### src/rtl/hazard_pkg.sv
// hazard_pkg: shared constants for the multi-cycle hazard unit.
//   - Forward select codes driven onto ForwardAE / ForwardBE.
//   - Multi-cycle execute FSM state encoding.
package hazard_pkg;

    localparam logic [1:0] FWD_RF  = 2'b00;   // operand from register file
    localparam logic [1:0] FWD_WB  = 2'b01;   // operand from Writeback result
    localparam logic [1:0] FWD_MEM = 2'b10;   // operand from Memory ALU result

    typedef enum logic {
        IDLE = 1'b0,
        BUSY = 1'b1
    } mcState_t;

endpackage

### src/rtl/hazard_fwd_sel.sv
// hazard_fwd_sel: per-operand forwarding priority select.
//   rsE        source register of the operand in Execute
//   rdM, rdW   destination registers in Memory / Writeback
//   regWriteM  Memory stage writes rdM
//   regWriteW  Writeback stage writes rdW
//   forward    FWD_MEM / FWD_WB / FWD_RF select (Memory has priority)
module hazard_fwd_sel
    import hazard_pkg::*;
#(
    parameter int REG_AW = 5
) (
    input  logic [REG_AW-1:0] rsE,
    input  logic [REG_AW-1:0] rdM,
    input  logic [REG_AW-1:0] rdW,
    input  logic              regWriteM,
    input  logic              regWriteW,
    output logic [1:0]        forward
);

    // x0 is hardwired zero, so a write to it is never forwarded.
    always_comb begin
        forward = FWD_RF;
        if (rsE != '0) begin
            if (regWriteM && (rsE == rdM))
                forward = FWD_MEM;
            else if (regWriteW && (rsE == rdW))
                forward = FWD_WB;
        end
    end

endmodule

### src/rtl/hazard_unit_mc.sv
// hazard_unit_mc: hazard unit for the 5-stage RISC-V pipeline with a
// multi-cycle (MUL/DIV) execute handshake and watchdog abort.
//   clk, reset            clock, synchronous active-low reset
//   Rs1D/Rs2D             Decode sources (load-use detection)
//   Rs1E/Rs2E/RdE         Execute sources / destination
//   RdM/RdW, RegWriteM/W  forwarding producers
//   ResultSrcE0           load in Execute
//   PCSrcE                taken branch/jump in Execute
//   McStartE/McDoneE      multi-cycle op valid / result valid
//   StallF/D/E            stage-register holds
//   FlushD/E/M            stage-register clears
//   ForwardAE/BE          operand forward selects
//   McBusy                FSM in BUSY
//   McErr                 one-cycle pulse when the watchdog aborts an op
// Optional HAZARD_PERF_EN macro adds saturating counters StallCntO,
// FlushCntO and McCycCntO (CNT_W bits each).
module hazard_unit_mc
    import hazard_pkg::*;
#(
    parameter int REG_AW     = 5,
    parameter int MC_TIMEOUT = 64,
    parameter int CNT_W      = 32
) (
    input  logic              clk,
    input  logic              reset,
    input  logic [REG_AW-1:0] Rs1D,
    input  logic [REG_AW-1:0] Rs2D,
    input  logic [REG_AW-1:0] Rs1E,
    input  logic [REG_AW-1:0] Rs2E,
    input  logic [REG_AW-1:0] RdE,
    input  logic [REG_AW-1:0] RdM,
    input  logic [REG_AW-1:0] RdW,
    input  logic              RegWriteM,
    input  logic              RegWriteW,
    input  logic              ResultSrcE0,
    input  logic              PCSrcE,
    input  logic              McStartE,
    input  logic              McDoneE,
    output logic              StallF,
    output logic              StallD,
    output logic              StallE,
    output logic              FlushD,
    output logic              FlushE,
    output logic              FlushM,
    output logic [1:0]        ForwardAE,
    output logic [1:0]        ForwardBE,
    output logic              McBusy,
    output logic              McErr
`ifdef HAZARD_PERF_EN
    ,
    output logic [CNT_W-1:0]  StallCntO,
    output logic [CNT_W-1:0]  FlushCntO,
    output logic [CNT_W-1:0]  McCycCntO
`endif
);

    // Count width covers the full MC_TIMEOUT range (up to 65535).
    localparam int              TO_W   = 16;
    localparam logic [TO_W-1:0] TO_MAX = TO_W'(MC_TIMEOUT - 1);

    mcState_t        state, stateNext;
    logic [TO_W-1:0] toCnt, toCntNext;
    logic            abort;
    logic            lwStall, mcStall;
    logic [1:0]      fwdA, fwdB;

    hazard_fwd_sel #(.REG_AW(REG_AW)) uFwdA (
        .rsE(Rs1E), .rdM(RdM), .rdW(RdW),
        .regWriteM(RegWriteM), .regWriteW(RegWriteW), .forward(fwdA)
    );

    hazard_fwd_sel #(.REG_AW(REG_AW)) uFwdB (
        .rsE(Rs2E), .rdM(RdM), .rdW(RdW),
        .regWriteM(RegWriteM), .regWriteW(RegWriteW), .forward(fwdB)
    );

    always_ff @(posedge clk) begin
        if (!reset) begin
            state <= IDLE;
            toCnt <= '0;
        end else begin
            state <= stateNext;
            toCnt <= toCntNext;
        end
    end

    // toCnt counts stall cycles of the current op, including the IDLE cycle
    // the op arrived in, so the abort lands on stall cycle MC_TIMEOUT.
    always_comb begin
        stateNext = state;
        toCntNext = toCnt;
        abort     = 1'b0;
        case (state)
            IDLE: begin
                if (McStartE && !McDoneE) begin
                    stateNext = BUSY;
                    toCntNext = TO_W'(1);
                end
            end
            BUSY: begin
                if (McDoneE) begin
                    stateNext = IDLE;
                    toCntNext = '0;
                end else if (toCnt == TO_MAX) begin
                    abort     = 1'b1;
                    stateNext = IDLE;
                    toCntNext = '0;
                end else begin
                    toCntNext = toCnt + 1'b1;
                end
            end
            default: begin
                stateNext = IDLE;
                toCntNext = '0;
            end
        endcase
    end

    // Everything is gated by reset so the pipeline sees bubbles while held.
    assign lwStall = reset && ResultSrcE0 && (RdE != '0) && ((Rs1D == RdE) || (Rs2D == RdE));
    assign mcStall = reset && McStartE && !McDoneE && !abort;

    assign StallE    = mcStall;
    assign StallF    = lwStall || mcStall;
    assign StallD    = lwStall || mcStall;
    assign FlushM    = !reset || mcStall;
    // A stalled multi-cycle op keeps E occupied, so it masks E/D flushes.
    assign FlushE    = !reset || ((lwStall || PCSrcE) && !mcStall);
    assign FlushD    = !reset || (PCSrcE && !mcStall);
    assign ForwardAE = reset ? fwdA : FWD_RF;
    assign ForwardBE = reset ? fwdB : FWD_RF;
    assign McBusy    = reset && (state == BUSY);
    assign McErr     = reset && abort;

`ifdef HAZARD_PERF_EN
    localparam logic [CNT_W-1:0] CNT_MAX = '1;

    always_ff @(posedge clk) begin
        if (!reset) begin
            StallCntO <= '0;
            FlushCntO <= '0;
            McCycCntO <= '0;
        end else begin
            if (StallF && (StallCntO != CNT_MAX)) StallCntO <= StallCntO + 1'b1;
            if (FlushE && (FlushCntO != CNT_MAX)) FlushCntO <= FlushCntO + 1'b1;
            if (mcStall && (McCycCntO != CNT_MAX)) McCycCntO <= McCycCntO + 1'b1;
        end
    end
`else
    // Counter width only matters when the perf counters are built.
    logic unusedCntW;
    assign unusedCntW = ^CNT_W;
`endif

`ifndef SYNTHESIS
    // Only one instruction can sit in E; a multi-cycle op and a taken branch
    // together means the decoder upstream is broken.
    always_ff @(posedge clk) begin
        if (reset)
            assert (!(McStartE && PCSrcE))
                else $warning("hazard_unit_mc: McStartE and PCSrcE asserted together");
    end
`endif

endmodule
### config.mk
export PLATFORM = sky130hd
export DESIGN_NAME = hazard_unit_mc
export DESIGN_NICKNAME = d
export VERILOG_FILES = /design/src/rtl/hazard_pkg.sv /design/src/rtl/hazard_fwd_sel.sv /design/src/rtl/hazard_unit_mc.sv
export SDC_FILE = /design/constraint.sdc
export NUM_CORES = 1
export LEC_CHECK = 0
export CORE_UTILIZATION = 48
export CTS_CLUSTER_DIAMETER = 40
export DETAILED_ROUTE_END_ITERATION = 7
export GPL_ROUTABILITY_DRIVEN = 0
export HOLD_SLACK_MARGIN = 0.08
export PLACE_DENSITY = 0.9
export SYNTH_ARGS = -nofsm -noshare
export SYNTH_HDL_FRONTEND = slang
export SYNTH_SLANG_ARGS = --single-unit
### constraint.sdc
create_clock -name clk -period 3.9 [get_ports clk]
set_input_delay 0.78 -clock clk [delete_from_list [all_inputs] [get_ports clk]]
set_output_delay 0.78 -clock clk [all_outputs]
set_load 0.02 [all_outputs]
==> flow_metrics.tcl, run 1 <==
set metrics [dict create \
    dpl.hpwl_microns 3160 \
    maxCapViolCount 0 \
    path_cells "clkdlybuf4s50_1 > xor2_1 > nor4_1 > nand2_1 > nor4_1 > clkdlybuf4s50_1" \
    p_leak_nw 0.709 \
    switching_share 0.290 \
    antenna_cells 0 \
    critical_path.max_fanout 3 \
    post_cts_resized 0 \
    critPathTopFamily "buffers and inverters" \
    required_ps 3120 \
    share_comb_of_total_power 0.320 \
    p_sw_w 0.000116 \
    drtAntennaViolNets 0 \
    portBuffers 54 \
    synth-edff-count 0 \
    critPathBufInv 2 \
    design_area_sq_mm 0.00204 \
    cts_made_buffers 3 \
    die_x_microns 57.3 \
    grt_overflow_total 0 \
    setup_tns_ps 0 \
    reg2reg_depth 6 \
    yosysTopAreaCellShare 0.232 \
    grt_max_degree 20 \
    worst_ep_arrival_time_ps 2870 \
    max_slew.worst_pin.slew_ps 609 \
    synth_xor_area_frac 0.209 \
    root_buffer "clkbuf_4" \
    synthFlopType "dfxtp_1" \
    power.density_mw_per_mm2 197 \
    cts_tree "built" \
    reg2reg_slack_ps 2030 \
    seq_area_sq_um 340 \
    initial_core_util 0.519 \
    drive_gt1_frac 0.0596 \
    synth-seq-cells 17 \
    drtIter0Drc 81 \
    grt.total_usage 0.254 \
    die_y_microns 57.3 \
    drt-wirelength-per-cell_microns 14.4 \
    start_kind "input pin" \
    cts_buffer_depth 2 \
    synth.net_count 227 \
    holdPathEnd "toCnt[15]" \
    grt_pass1_wl_microns 6620 \
    p_int_w 0.000285 \
    p_clk_frac 0.236 \
    cts.clk_slew.worst_paths_ps 100 \
    finalHoldViolCount 0 \
    cp_slowest_stage_delay_ps 680 \
    syn_area_sq_mm 0.00147 \
    cts.hold.buffers_added 0 \
    synth_compound_area_frac 0.180 \
    reg2reg_to "toCnt[4]" \
    yosys.area_share.adder 0.00852 \
    rsz0062_at_grt "no" \
    h-tree-depth 1 \
    setup_violations 0 \
    antenna_found_initial 0 \
    wl_microns 3820 \
    multi_input_area_sq_mm 0.00105 \
    route.detailed.drc 2 \
    synthSimpleGateAreaFrac 0.310 \
    viasPerCell 5.86 \
    ys.warnings.count 0 \
    first_global_vias 1541 \
    rows 19 \
    fillers 204 \
    synth_cell_type_count 40 \
    num_vias 1558 \
    synth_area_leaders "dfxtp_1, xor2_1, nor3_1" \
    synthCells 183 \
    avgSynthCellArea_sq_um 8.03 \
    vdd_drop_max_mv 0.113 \
    path_class "in -> out" \
    dpl-instance-area_sq_mm 0.00201 \
    seqPwrFrac 0.444 \
    design.core.area_sq_mm 0.00283 \
    period_minus_slack_ps 3650 \
    report.final.slew_viol_count 0 \
    hold_path_depth 1 \
    seq_area_frac_synth 0.232 \
    cts_num_sinks 17 \
    clock_latency_ps 290 \
    slew_headroom 0.593 \
    cpMaxStageDelayCell "clkdlybuf4s50_1" \
    holdWs_ps 481 \
    status "finished with violations" \
    timing.rr.start "toCnt[0]" \
    die_area_sq_mm 0.00329 \
    yosysTopAreaCell "dfxtp_1" \
    postCtsSetupBuffers 0 \
    max_freq_mhz 274 \
    end_kind "output port" \
    most-common-layout-cells "clkdlybuf4s50_1, xor2_1, dfxtp_1" \
    ios 55 \
    mostFrequentLayoutCell "clkdlybuf4s50_1" \
    nets 280 \
    finClkSkew_ps 5.53 \
    drt_pre_antenna_iters 6 \
    worstHoldPathType "reg -> reg" \
    syn_to_final_growth_pct 38.8 \
    async_reset_ff_frac 0 \
    synth_top_family_by_area "simple AND/OR/NAND/NOR gates" \
    hold_start "toCnt[15]" \
    synth_mux_area_frac 0.00681 \
    violations "design-rule violations" \
    fin_util 0.721 \
    fin_crit_sh 0.936 \
]
final cells by class:
type,instances,area share
multi-input cells,151,0.514
repair buffers,57,0.276
flip-flops and latches,17,0.167
well taps,31,0.0190
clock buffers,4,0.0129
inverters,6,0.0110
how the worst max path moves through the flow:
stage,from,end,slack [ps],depth (start not counted)
3_3_place_gp,Rs1E[3],ForwardAE[0],330,6
3_5_place_dp,Rs1E[2],ForwardAE[0],250,6
2_1_floorplan,RdE[2],StallF,1050,5
5_1_grt,RdW[3],ForwardAE[0],180,6
6_report,Rs1E[1],ForwardAE[0],250,6
4_1_cts,Rs1E[3],ForwardAE[0],220,6
stage by stage:
| step | setup slack (ps) | std cells | power [W] |
|---|---|---|---|
| finish | 248 | 266 | 0.000401 |
| global route | 182 | 266 | 0.000426 |
| CTS | 223 | 266 | 0.000401 |
| detailed placement | 249 | 262 | 0.000310 |
| global placement | 335 | 262 | 0.000307 |
| floorplan | 1050 | 183 | 0.000237 |
cells by family after synthesis:
kind of cell / after synthesis
AOI/OAI and AO/OA: 33
muxes: 1
and+or+nand+nor: 81
adders and majority gates: 1
buffers and inverters: 15
xor gates and xnor gates: 35
DFF: 17
state kept, by name (all words and copies together), names as in the netlist:
name,flops
toCnt,16
state,1
synth_stat cells (all sizes together) (4+ instances only):
cell type and n:
o211ai 4, nor2 11, nor3 15, nand2 10, o21ai 6, dfxtp 17
a31oi 11, inv 6, and3 6, nand4 7, nand3 5, xor2 33
nor4 9, buf 6
power groups by stage:
stage | registers [W] | logic, W | clock network (W)
6_report | 0.000178 | 0.000128 | 0.0000947
5_1_grt | 0.000179 | 0.000139 | 0.000109
4_1_cts | 0.000178 | 0.000128 | 0.0000954
3_5_place_dp | 0.000182 | 0.000128 | 0
3_3_place_gp | 0.000182 | 0.000125 | 0
2_1_floorplan | 0.000180 | 0.0000570 | 0
routing by layer:
layer  part of all wire  GRT usage  vias to the layer above  wire length, microns
li1                   -          -                      781                     -
met1               0.43      0.303                      701                  1640
met2               0.48      0.447                       68                  1840
met3              0.072     0.0590                        8                   275
met4              0.016     0.0871                        0                    61
met5                  0          0                        -                     0
Note: power is estimated with default switching activity, not from simulation.
==> inputs of run 2 (changes only) <==
- CTS_CLUSTER_SIZE: unset -> 8
==> results of run 2 <==
The final DEF is identical to that of run 1; final timing and power are the same.
